<file path="src/rtl/wb_stage_if.sv">
// rtl/wb_stage_if.sv - MEM-to-WB instruction bus and writeback/bypass/retire outputs
interface wb_stage_if;
  logic        in_valid;
  logic        in_reg_write;
  logic [4:0]  in_rd;
  logic [1:0]  in_wb_sel;
  logic [2:0]  in_funct3;
  logic [31:0] in_alu_result;
  logic [31:0] in_load_word;
  logic [31:0] in_pc_plus4;
  logic [31:0] data_rd;
  logic [4:0]  addr_rd;
  logic        write_enable;
  logic        prev_we;
  logic [4:0]  prev_addr;
  logic [31:0] prev_data;
  logic        illegal_load;
  logic        retire;
  logic [63:0] instret;

  modport master (
    output in_valid, in_reg_write, in_rd, in_wb_sel, in_funct3,
           in_alu_result, in_load_word, in_pc_plus4,
    input  data_rd, addr_rd, write_enable, prev_we, prev_addr, prev_data,
           illegal_load, retire, instret
  );

  modport slave (
    input  in_valid, in_reg_write, in_rd, in_wb_sel, in_funct3,
           in_alu_result, in_load_word, in_pc_plus4,
    output data_rd, addr_rd, write_enable, prev_we, prev_addr, prev_data,
           illegal_load, retire, instret
  );
endinterface

</file>
<file path="src/rtl/wb_stage.sv">
// rtl/wb_stage.sv - writeback stage: load extraction, regfile write port, bypass copy, instret
module wb_stage (
  input  logic      clock,
  input  logic      reset,
  wb_stage_if.slave bus
);
  logic        valid_q, valid_d;
  logic        reg_write_q, reg_write_d;
  logic [4:0]  rd_q, rd_d;
  logic [1:0]  wb_sel_q, wb_sel_d;
  logic [2:0]  funct3_q, funct3_d;
  logic [31:0] alu_q, alu_d;
  logic [31:0] load_q, load_d;
  logic [31:0] pc4_q, pc4_d;
  logic        prev_we_q, prev_we_d;
  logic [4:0]  prev_addr_q, prev_addr_d;
  logic [31:0] prev_data_q, prev_data_d;
  logic [63:0] instret_q, instret_d;

  logic [7:0]  load_byte;
  logic [15:0] load_half;
  logic [31:0] load_val;
  logic [31:0] wb_data;
  logic        illegal;
  logic        we;
  logic        ret;

  always_comb begin
    load_byte = load_q[7:0];
    case (alu_q[1:0])
      2'd1:    load_byte = load_q[15:8];
      2'd2:    load_byte = load_q[23:16];
      2'd3:    load_byte = load_q[31:24];
      default: load_byte = load_q[7:0];
    endcase
    // Halfword uses only alu_q[1], so offset 3 quietly reads the upper half.
    load_half = alu_q[1] ? load_q[31:16] : load_q[15:0];

    load_val = load_q;
    illegal  = 1'b0;
    case (funct3_q)
      3'b000:  load_val = {{24{load_byte[7]}}, load_byte};
      3'b100:  load_val = {24'd0, load_byte};
      3'b001:  load_val = {{16{load_half[15]}}, load_half};
      3'b101:  load_val = {16'd0, load_half};
      3'b010:  load_val = load_q;
      default: illegal  = valid_q & (wb_sel_q == 2'b01);
    endcase

    case (wb_sel_q)
      2'b00:   wb_data = alu_q;
      2'b01:   wb_data = load_val;
      2'b10:   wb_data = pc4_q;
      default: wb_data = 32'd0;
    endcase

    we  = valid_q & reg_write_q & (rd_q != 5'd0) & (wb_sel_q != 2'b11) & ~illegal;
    ret = valid_q & ~illegal;

    valid_d     = bus.in_valid;
    reg_write_d = bus.in_reg_write;
    rd_d        = bus.in_rd;
    wb_sel_d    = bus.in_wb_sel;
    funct3_d    = bus.in_funct3;
    alu_d       = bus.in_alu_result;
    load_d      = bus.in_load_word;
    pc4_d       = bus.in_pc_plus4;
    prev_we_d   = we;
    prev_addr_d = we ? rd_q : 5'd0;
    prev_data_d = we ? wb_data : 32'd0;
    instret_d   = instret_q + (ret ? 64'd1 : 64'd0);
  end

  always_ff @(posedge clock) begin
    reg_write_q <= reg_write_d;
    rd_q        <= rd_d;
    wb_sel_q    <= wb_sel_d;
    funct3_q    <= funct3_d;
    alu_q       <= alu_d;
    load_q      <= load_d;
    pc4_q       <= pc4_d;
    if (reset) begin
      valid_q     <= 1'b0;
      prev_we_q   <= 1'b0;
      prev_addr_q <= 5'd0;
      prev_data_q <= 32'd0;
      instret_q   <= 64'd0;
    end else begin
      valid_q     <= valid_d;
      prev_we_q   <= prev_we_d;
      prev_addr_q <= prev_addr_d;
      prev_data_q <= prev_data_d;
      instret_q   <= instret_d;
    end
  end

  assign bus.write_enable = we;
  assign bus.addr_rd      = we ? rd_q : 5'd0;
  assign bus.data_rd      = we ? wb_data : 32'd0;
  assign bus.prev_we      = prev_we_q;
  assign bus.prev_addr    = prev_addr_q;
  assign bus.prev_data    = prev_data_q;
  assign bus.illegal_load = illegal;
  assign bus.retire       = ret;
  assign bus.instret      = instret_q;
endmodule

</file>
<file path="src/flat_wrapper.sv">
// flat-port wrapper written by rule: the top's interface ports become plain ports
module wb_stage_flat 
  (clock, reset, bus_in_valid, bus_in_reg_write, bus_in_rd, bus_in_wb_sel, bus_in_funct3, bus_in_alu_result, bus_in_load_word, bus_in_pc_plus4, bus_data_rd, bus_addr_rd, bus_write_enable, bus_prev_we, bus_prev_addr, bus_prev_data, bus_illegal_load, bus_retire, bus_instret);
  wb_stage_if bus_i ();
  input  logic clock;
  input  logic reset;
  input wire logic [$bits(bus_i.in_valid)-1:0] bus_in_valid;
  input wire logic [$bits(bus_i.in_reg_write)-1:0] bus_in_reg_write;
  input wire logic [$bits(bus_i.in_rd)-1:0] bus_in_rd;
  input wire logic [$bits(bus_i.in_wb_sel)-1:0] bus_in_wb_sel;
  input wire logic [$bits(bus_i.in_funct3)-1:0] bus_in_funct3;
  input wire logic [$bits(bus_i.in_alu_result)-1:0] bus_in_alu_result;
  input wire logic [$bits(bus_i.in_load_word)-1:0] bus_in_load_word;
  input wire logic [$bits(bus_i.in_pc_plus4)-1:0] bus_in_pc_plus4;
  output wire logic [$bits(bus_i.data_rd)-1:0] bus_data_rd;
  output wire logic [$bits(bus_i.addr_rd)-1:0] bus_addr_rd;
  output wire logic [$bits(bus_i.write_enable)-1:0] bus_write_enable;
  output wire logic [$bits(bus_i.prev_we)-1:0] bus_prev_we;
  output wire logic [$bits(bus_i.prev_addr)-1:0] bus_prev_addr;
  output wire logic [$bits(bus_i.prev_data)-1:0] bus_prev_data;
  output wire logic [$bits(bus_i.illegal_load)-1:0] bus_illegal_load;
  output wire logic [$bits(bus_i.retire)-1:0] bus_retire;
  output wire logic [$bits(bus_i.instret)-1:0] bus_instret;
  assign bus_i.in_valid = bus_in_valid;
  assign bus_i.in_reg_write = bus_in_reg_write;
  assign bus_i.in_rd = bus_in_rd;
  assign bus_i.in_wb_sel = bus_in_wb_sel;
  assign bus_i.in_funct3 = bus_in_funct3;
  assign bus_i.in_alu_result = bus_in_alu_result;
  assign bus_i.in_load_word = bus_in_load_word;
  assign bus_i.in_pc_plus4 = bus_in_pc_plus4;
  assign bus_data_rd = bus_i.data_rd;
  assign bus_addr_rd = bus_i.addr_rd;
  assign bus_write_enable = bus_i.write_enable;
  assign bus_prev_we = bus_i.prev_we;
  assign bus_prev_addr = bus_i.prev_addr;
  assign bus_prev_data = bus_i.prev_data;
  assign bus_illegal_load = bus_i.illegal_load;
  assign bus_retire = bus_i.retire;
  assign bus_instret = bus_i.instret;
  wb_stage u_core (.clock(clock), .reset(reset), .bus(bus_i));
endmodule
</file>
<file path="config.mk">
export PLATFORM = sky130hd
export DESIGN_NAME = wb_stage_flat
export DESIGN_NICKNAME = d
export VERILOG_FILES = /design/src/rtl/wb_stage_if.sv /design/src/rtl/wb_stage.sv /design/src/flat_wrapper.sv
export SDC_FILE = /design/constraint.sdc
export NUM_CORES = 1
export LEC_CHECK = 0
export BUFFER_PORTS_ARGS = -buffer_cell sky130_fd_sc_hd__buf_2
export CORE_ASPECT_RATIO = 0.6
export CORE_MARGIN = 8
export CORE_UTILIZATION = 30
export CTS_BUF_LIST = sky130_fd_sc_hd__clkbuf_16
export DETAILED_ROUTE_END_ITERATION = 12
export PLACE_DENSITY = 0.65
export SYNTH_ARGS = -nofsm -noshare
export SYNTH_HDL_FRONTEND = slang
export SYNTH_SLANG_ARGS = --single-unit
</file>
<file path="constraint.sdc">
create_clock -name clock -period 2.5 [get_ports clock]
set_clock_uncertainty 0.1 [all_clocks]
set_input_delay 0.5 -clock clock [delete_from_list [all_inputs] [get_ports clock]]
set_output_delay 0.5 -clock clock [all_outputs]
set_load 0.05 [all_outputs]
</file>
Word level (Yosys, flattened, before mapping)
Index checks and enable logic that the tools add are counted.
{"block": "totals", "register_bits": 210, "in_bits": 110, "output_inout_bits": 142, "wordCells": 42}
{"block": "classes", "n_addsub": 1, "n_eq_ne": 10, "muxes": 8, "n_bitwise": 7, "n_reduce_logical": 4}
{"op": "case mux 32 bit (4 select lines)", "count": 1}
{"op": "case mux 32 bit (3 select lines)", "count": 1}
{"op": "adder 64 bit", "count": 1}
{"op": "2-to-1 mux 32 bit", "count": 1}
{"op": "case mux 8 bit (3 select lines)", "count": 1}
{"op": "2-to-1 mux 16 bit", "count": 1}
{"op": "bitwise AND 1 bit", "count": 6}
{"op": "equality test 2 bit (second input constant)", "count": 3}
{"op": "equality test 3 bit (second input constant)", "count": 2}
{"op": "2-to-1 mux 5 bit", "count": 1}
{"op": "nonzero test 5 bit", "count": 1}
{"op": "OR reduction 5 bit", "count": 1}
{"op": "equality test 2 x 1 -> 1 bit (second input constant)", "count": 2}
{"op": "equality test 3 x 1 -> 1 bit (second input constant)", "count": 1}
{"op": "equality test 3 x 2 -> 1 bit (second input constant)", "count": 1}
{"op": "logical NOT 3 bit", "count": 1}
{"op": "logical NOT 2 bit", "count": 1}
{"op": "2-to-1 mux 1 bit", "count": 2}
{"op": "inequality test 2 bit (second input constant)", "count": 1}
{"op": "NOT 1 bit", "count": 1}

Depth between registers and ports, before layout
Gate-level depths: netlist of run 1.
{"block": "logic_depth", "ltp_word": 7, "ltp_mapped": 11, "ltp_nobuf": 9}

Worst setup path after synthesis of run 1
OpenSTA, ideal clock, no wires.
{"block": "synth_path", "kind": "reg-to-reg", "start": "register u_core.wb_sel_q[1]", "end": "register u_core.instret_q[52] (netlist: u_core.bus.instret[52])", "setup_ns": 0.070, "arrival_ns": 2.762, "t_required_ns": 2.330, "path_slack_ns": -0.433, "stages_incl_launch_ff": 11, "path_buffers": 1, "period_less_slack_ns": 2.933, "path_cell_list": "dfxtp_1 > nand2b_1 > clkbuf_1 > o21a_1 > ha_1 > ha_1 > nand2_1 > nor4_2 > nand3_1 > or4_1 > a21oi_1"}
{"block": "synth_between", "elab_chain_len": 7}
{"item": "from (decl)", "line": "wb_stage.sv:10", "text": "logic [1:0] wb_sel_q, wb_sel_d;"}
{"item": "from (signal assigned)", "line": "wb_stage.sv:77", "text": "wb_sel_q <= wb_sel_d;"}
{"item": "equality test 2 x 1 -> 1 bit", "line": "wb_stage.sv:47", "text": "default: illegal = valid_q & (wb_sel_q == 2'b01);"}
{"item": "bitwise AND 1 bit", "line": "wb_stage.sv:47"}
{"item": "2-to-1 mux 1 bit", "line": "wb_stage.sv:41", "text": "case (funct3_q)"}
{"item": "NOT 1 bit", "line": "wb_stage.sv:58", "text": "ret = valid_q & ~illegal;"}
{"item": "bitwise AND 1 bit", "line": "wb_stage.sv:58"}
{"item": "net bus_retire", "line": "flat_wrapper.sv:22", "text": "output wire logic [$bits(bus_i.retire)-1:0] bus_retire;"}
{"item": "2-to-1 mux 1 bit", "line": "wb_stage.sv:71", "text": "instret_d = instret_q + (ret ? 64'd1 : 64'd0);"}
{"item": "adder 64 bit", "line": "wb_stage.sv:71"}
{"item": "to (signal assigned)", "line": "wb_stage.sv:93", "text": "instret_q <= instret_d;"}
{"item": "to (decl)", "line": "wb_stage.sv:18", "text": "logic [63:0] instret_q, instret_d;"}
The timed path passes the listed nets, and every way through them passes these cells.
A chain may end at the register's enable or synchronous reset.

Worst setup path in the final report of run 1
{"block": "layout_path", "start": "register u_core.alu_q[1]", "end": "output bus_data_rd[8]"}
{"block": "layout_between", "elab_chain_len": 5, "elab_cells_between_ends": 8, "classes_between": "eq/ne (3); mux (5)"}
{"item": "from (decl)", "line": "wb_stage.sv:12", "text": "logic [31:0] alu_q, alu_d;"}
{"item": "from (signal assigned)", "line": "wb_stage.sv:79", "text": "alu_q <= alu_d;"}
{"item": "equality test 2 bit / equality test 2 x 1 -> 1 bit (equally long branches)", "line": "wb_stage.sv:30", "text": "case (alu_q[1:0])"}
{"item": "case mux 8 bit (3 select lines)", "line": "wb_stage.sv:30"}
{"item": "case mux 32 bit (4 select lines) *", "line": "wb_stage.sv:41"}
{"item": "case mux 32 bit (3 select lines) *", "line": "wb_stage.sv:50", "text": "case (wb_sel_q)"}
{"item": "2-to-1 mux 32 bit *"}
{"item": "to (decl)", "line": "flat_wrapper.sv:15", "text": "output wire logic [$bits(bus_i.data_rd)-1:0] bus_data_rd;"}
Every way passes the cells marked *; elsewhere a longest branch is shown, timed or not.

==> results of run 1 <==
[sequential cells by signal, summed over array words and instances, names as in the netlist]
signal                count
u_core.wb_sel_q           2
u_core.bus.prev_addr      5
u_core.pc4_q             32
u_core.rd_q               5
u_core.bus.instret       64
u_core.load_q            32
u_core.bus.prev_data     32
u_core.funct3_q           3
u_core.alu_q             32
u_core.valid_q            1
u_core.reg_write_q        1
u_core.bus.prev_we        1
[path summary, 6_finish.rpt]
path | start | end | slack, ns
setup reg to reg | u_core.funct3_q[0] | u_core.bus.instret[60] | -0.17
hold reg to reg | u_core.rd_q[1] | u_core.bus.prev_addr[1] | 0.38
hold / removal | bus_in_load_word[20] | u_core.load_q[20] | 0.05
setup / recovery | u_core.alu_q[1] | bus_data_rd[8] | -0.46
[per-stage QoR]
step	power [W]	instances	worst slack, ns	cell area (sq um)	hold WS, ns
floorplan	0.00387	756	-0.0963	7520	0.336
global placement	0.00413	1353	-0.0850	9580	0.362
detailed placement	0.00413	1353	-0.115	9580	0.382
CTS	0.00790	1516	-0.396	12200	0.0159
global route	0.00822	1539	-0.506	12900	0.0120
finish	0.00794	1539	-0.458	12900	0.0469
[final cells by class]
cell class | count | area [sq um]
clock buffer | 23 | 576
timing repair buffer | 453 | 3630
clock inverter | 17 | 196
multi-input combinational | 495 | 3810
tap | 322 | 403
fill | 2114 | 11300
sequential | 210 | 4220
antenna | 3 | 7.51
inverter | 16 | 70.1
[what timing repair did]
item,in CTS,in global routing
pin swaps,28,47
setup buffers,18,23
resized for setup,158,122
endpoints found under the hold margin,106,0
gates cloned,1,2
setup endpoints to repair,43,70
hold buffers,106,0
[power groups by stage]
stage          Sequential (W)  Clock (W)  Combinational [W]
2_1_floorplan         0.00358          0           0.000287
3_3_place_gp          0.00357          0           0.000558
3_5_place_dp          0.00357          0           0.000560
4_1_cts               0.00350    0.00358           0.000822
5_1_grt               0.00351    0.00372           0.000986
6_report              0.00351    0.00350           0.000932
[worst register-to-register path, cell delays in order, from the launching register on]
cell     delay (ns)
dfxtp_4        0.36
o21ai_4        0.19
buf_6          0.12
buf_6          0.08
buf_6          0.08
o21a_4         0.14
ha_4           0.15
ha_4           0.15
nand2_4        0.06
nor4_4         0.17
buf_6          0.18
nand4_1        0.24
or3_1          0.45
a21oi_2        0.14
[metal layers]
layer	vias up	GRT usage, %	part of all wire (%)
li1	3507	-	-
met1	3484	23.5	44
met2	248	29.0	46
met3	61	4.91	7.2
met4	2	5.28	2.5
met5	-	0	0.037
[logic make-up (layout without fill, tap and decap cells)]
kind of cell / Yosys count / count (layout)
other: 0 / 3
buffers and inverters: 51 / 509
AO/OA/AOI/OAI: 119 / 119
adder cells (fa/ha/maj): 2 / 2
AND/OR/NAND/NOR: 292 / 292
XOR/XNOR: 41 / 41
multiplexers: 41 / 41
flip-flops: 210 / 210
[synth_stat cells, drive strengths merged, types with 2 or more instances]
cell / instances / area (sq um)
a21o: 19 / 143
a21oi: 47 / 235
a221oi: 5 / 43.8
a31oi: 2 / 12.5
and2: 10 / 62.6
and3: 8 / 50.1
and4: 2 / 17.5
buf: 7 / 37.5
clkbuf: 28 / 105
dfxtp: 210 / 4200
ha: 2 / 25.0
inv: 16 / 60.1
mux2: 2 / 22.5
mux2i: 38 / 380
nand2: 21 / 78.8
nand2b: 8 / 50.1
nand3: 24 / 125
nand4: 32 / 219
nor2: 138 / 518
nor2b: 14 / 87.6
nor3: 5 / 25.0
nor4: 4 / 61.3
o21a: 8 / 60.1
o21ai: 24 / 120
o221ai: 7 / 61.3
o31ai: 3 / 22.5
or3: 20 / 125
or4: 4 / 30.0
xnor2: 7 / 61.3
xor2: 34 / 298
==> results.md, run 1 <==
* Length in cells of the worst reg-to-reg path at 13
* Slew HR at 44.7%
* Pin count of the biggest net entering global routing at 50
* Via Count at 7,302
* Clock network power share at 44.0%
* Final Critical Period at 2.96 ns
* Number of flops mapped to enable cells by yosys at 0
* Critical path class: reg2out
* Setup TNS at -11.07 ns
* Xor/xnor share of the synthesized area at 4.84%
* Critical path depth at 6
* Die X at 219 um
* Starting Density at 30.6%
* Combinational fraction of design power at 11.7%
* Pwr/cell area at 614 nW/um^2
* PnR worst setup slack at -0.458 ns
* Core region area at 24,200 sq um
* CTS tree: built
* NetSw at 0.00193 W
* CP peak stage delay at 0.56 ns
* WP data required at 1.90 ns
* Critical path's top delay family: compound AO/OA/AOI/OAI gates
* Worst-Margin Slew at 0.828 ns
* Routed WL per cell at 19.4 um
* Post-Synthesis Cell Area at 7420 sq um
* VDD IR max at 400 uV
* Worst Path Arrival at 2.36 ns
* Fmax at 0.338 GHz
* Hold Path Class: in2reg
* Pins over their slew limit at 0
* Worst Hold Depth at 1
* Row Count at 44
* Critical path buffers and inverters at 1
* Ys Warns at 0
* CP Launch Type: flop
* I/O pins at 252
* RSZ-0062 raised after global routing: yes
* CP cell instances: mux4_2 -> a21o_4 -> o221ai_2 -> o21a_1 -> nor2_2 -> buf_6
* Port buffer count at 251
* Post-Syn Instances at 756
* Synth Area per Inst at 9.81 sq um
* Mean number of vias per cell at 4.74
* Clock Sinks at 210
* Most frequent cells in the layout: 213 x buf_2, 202 x dfxtp_1, 106 x nor2_1, 106 x dlygate4sd3_1, 60 x buf_4
* Total of max-cap violations at 0
* Final core utilization at 53.3%
* H-tree depth at 1
* First-pass GRT wire length at 42,700 um
* Post-Synth Adder-Cell Area at 0.337%
* DR iter-0 viols at 506
* Number of nets in the layout at 1,310
* Inserted Clock Buffers at 22
* Post-route ant nets at 0
* Pint at 0.00600 W
* Critical-path top delay cell: mux4_2
* Detailed Route WL at 29,900 um
* Total grt overflow at 0
* Clk_lat worst skew at 0.51 ns
* Vias in the first global route at 7,475
* Final Hold Fails at 0
* Initial antenna violation count at 4
* Post-synthesis mux area share at 5.73%
* Clk pin slew, worst setup/hold paths at 0.07 ns
* Residual DRC at 0
* Layout cells sized above 1 at 42.9%
* Sw Ratio at 24.3%
* Sequential share of the synthesized area at 56.7%
* Total GRT Usage at 18.0%
* Status: complete, but fails checks
* Seq cells post-synth at 210
* Synth Area in Simple Gates at 19.8%
* DPL Wire Length at 19,000 um
* Final estimated routing congestion in global placement at 0.874
* Crit-path max FO at 7
* Die area at 30,200 sq um
* Syn Nets at 868
* Violated checks: negative setup slack
* Leak at 5.71 nW
* Synthesis-to-layout area growth at 74.1%
* Final worst path period share at 118%
* CTS root buf: clkbuf_16
* Synth unique cells at 45
* CTS Buffer Depth at 3
* First-pass DRT Iterations at 4
* Reg power frac at 44.2%
* Synth async-reset ratio at 0%
* # setup viols final at 48
* Worst Setup End Kind: primary output
* Chip height at 138 um
* Largest family of logic cells by synthesized area: simple AND/OR/NAND/NOR gates
* Most common cell after layout, fill and taps aside: buf_2
* Synth Area in Compound Gates at 9.88%
* Ys flop type: dfxtp_1
Power figures use the tool's default switching activity.
==> inputs of run 2 (changes only) <==
--- a/config.mk
+++ b/config.mk
@@ -11,7 +11,7 @@
 export CORE_UTILIZATION = 30
 export CTS_BUF_LIST = sky130_fd_sc_hd__clkbuf_16
 export DETAILED_ROUTE_END_ITERATION = 12
-export PLACE_DENSITY = 0.65
+export PLACE_DENSITY_LB_ADDON = 0.08
 export SYNTH_ARGS = -nofsm -noshare
 export SYNTH_HDL_FRONTEND = slang
 export SYNTH_SLANG_ARGS = --single-unit
==> results.md, run 2 (synthesized netlist as in run 1, its figures left out) <==
* Synthesis-to-layout area growth at 74.9%
* Fmax at 0.349 GHz
* # setup viols final at 43
* Pwr/cell area at 582 nW/um^2
* Final Critical Period at 2.87 ns
* Number of nets in the layout at 1,328
* Clock network power share at 40.9%
* Final worst path period share at 115%
* CP cell instances: mux4_2 -> a21o_4 -> o221ai_2 -> o21a_1 -> nor2_2 -> buf_6
* Pin count of the biggest net entering global routing at 68
* Violated checks: negative setup slack
* Setup TNS at -8.63 ns
* Most frequent cells in the layout: 215 x buf_2, 201 x dfxtp_1, 107 x dlygate4sd3_1, 106 x nor2_1, 78 x buf_4
* Mean number of vias per cell at 4.56
* Hold Path Class: in2reg
* Leak at 5.76 nW
* Starting Density at 30.6%
* H-tree depth at 1
* Met1 WL at 14,300 um
* Pint at 0.00569 W
* PnR worst setup slack at -0.368 ns
* Slew HR at 48.1%
* DR iter-0 viols at 387
* Die area at 30,200 sq um
* Final std cells w/o fill at 1,553
* Total grt overflow at 0
* Clk_lat worst skew at 0.50 ns
* Chip height at 138 um
* Final Hold Fails at 0
* Sw Ratio at 24.6%
* Initial antenna violation count at 0
* Met2 WL post-DR at 12,000 um
* NetSw at 0.00186 W
* First-pass GRT wire length at 41,500 um
* Max reg flops at 64
* Placed insts at 1,354
* Critical-path top delay cell: mux4_2
* Via Count at 7,085
* CTS tree: built
* Worst Path Arrival at 2.27 ns
* Die X at 219 um
* Most common cell after layout, fill and taps aside: buf_2
* Critical path class: reg2out
* Clk pin slew, worst setup/hold paths at 0.06 ns
* Final estimated routing congestion in global placement at 0.817
* Detailed Route WL at 28,300 um
* DP Worst Slack at -0.0636 ns
* CTS root buf: clkbuf_16
* Diodes inserted at 0
* I/O pins at 252
* CP peak stage delay at 0.56 ns
* Layout cells sized above 1 at 43.3%
* Row Count at 44
* Pins over their slew limit at 0
* First-pass DRT Iterations at 5
* CP Launch Type: flop
* Core region area at 24,200 sq um
* Vias in the first global route at 7,046
* DR top layer: met4
* Total GRT Usage at 17.7%
* Post-route ant nets at 0
* CTS Buffer Depth at 3
* DPL Wire Length at 19,200 um
* Total of max-cap violations at 0
* Residual DRC at 0
* Combinational fraction of design power at 12.6%
* Clock Sinks at 210
* Worst-Margin Slew at 0.779 ns
* Crit-path max FO at 7
* RSZ-0062 raised after global routing: yes
* Inserted Clock Buffers at 22
* VDD IR max at 377 uV
* DR WL met3 at 1510 um
* WP data required at 1.90 ns
* Routed WL per cell at 18.3 um
* Status: complete, but fails checks
* Port buffer count at 251
* Worst Setup End Kind: primary output
* Hold_ws at 0.113 ns
* Final core utilization at 53.5%
* Reg power frac at 46.4%
-- run 2: cell count changes in the layout (fill, tap and decap cells not counted), moves of 4 or more --
| cell | previous run | this run |
|---|---|---|
| a221oi_2 | 5 | 0 |
| a221oi_4 | 0 | 5 |
| buf_4 | 60 | 78 |
| buf_6 | 40 | 44 |
| buf_8 | 19 | 12 |
| inv_1 | 14 | 19 |
| mux2i_1 | 35 | 31 |
| nor2_2 | 12 | 17 |
| nor2_4 | 20 | 15 |
| or3_1 | 13 | 17 |
| or3_4 | 7 | 3 |
-- run 2: timing repair --
action	CTS	global route
setup buffers	25	29
endpoints found under the hold margin	107	0
pin swaps	29	40
resized for setup	203	67
endpoints found under the setup margin	44	60
hold buffers	107	0
gates cloned	4	1
-- run 2: layout make-up --
type	count	area [sq um]
inverter	16	65.1
clock inverter	16	97.6
timing repair buffer	471	3740
multi-input combinational	495	3860
tap	322	403
clock buffer	23	576
sequential	210	4220
fill	2204	11300
-- run 2: path summary, 6_finish.rpt --
kind	from	to	slack (ns)	cells after the start
worst max-delay path	u_core.alu_q[1]	bus_data_rd[8]	-0.37	6
worst min-delay path	bus_in_valid	u_core.valid_q	0.11	2
worst max register to register	u_core.funct3_q[0]	u_core.bus.instret[38]	-0.06	11
worst min register to register	u_core.rd_q[1]	u_core.bus.prev_addr[1]	0.38	1
-- run 2: metal layers --
layer,global-route usage (%),up-vias
li1,-,3531
met1,26.1,3332
met2,26.0,191
met3,3.66,31
met4,4.21,0
met5,0,-
-- run 2: power by group through the flow --
stage / clock [W] / combinational [W] / sequential (W)
floorplan: 0 / 0.000287 / 0.00358
global placement: 0 / 0.000566 / 0.00357
detailed placement: 0 / 0.000562 / 0.00357
CTS: 0.00320 / 0.000903 / 0.00350
global route: 0.00333 / 0.00101 / 0.00351
finish: 0.00309 / 0.000955 / 0.00351
-- run 2: metrics by stage --
step                instance area (sq um)  total power, W
global placement                     9590         0.00413
detailed placement                   9590         0.00413
floorplan                            7520         0.00387
finish                              13000         0.00755
global route                        13000         0.00786
CTS                                 12500         0.00760
-- run 2: critical path: cells and delay by family (launching register included) --
kind | cells | cell delay (ns)
flops | 1 | 0.35
mux | 1 | 0.56
buf+inv | 1 | 0.14
simple gates | 1 | 0.05
compound gates | 3 | 0.67
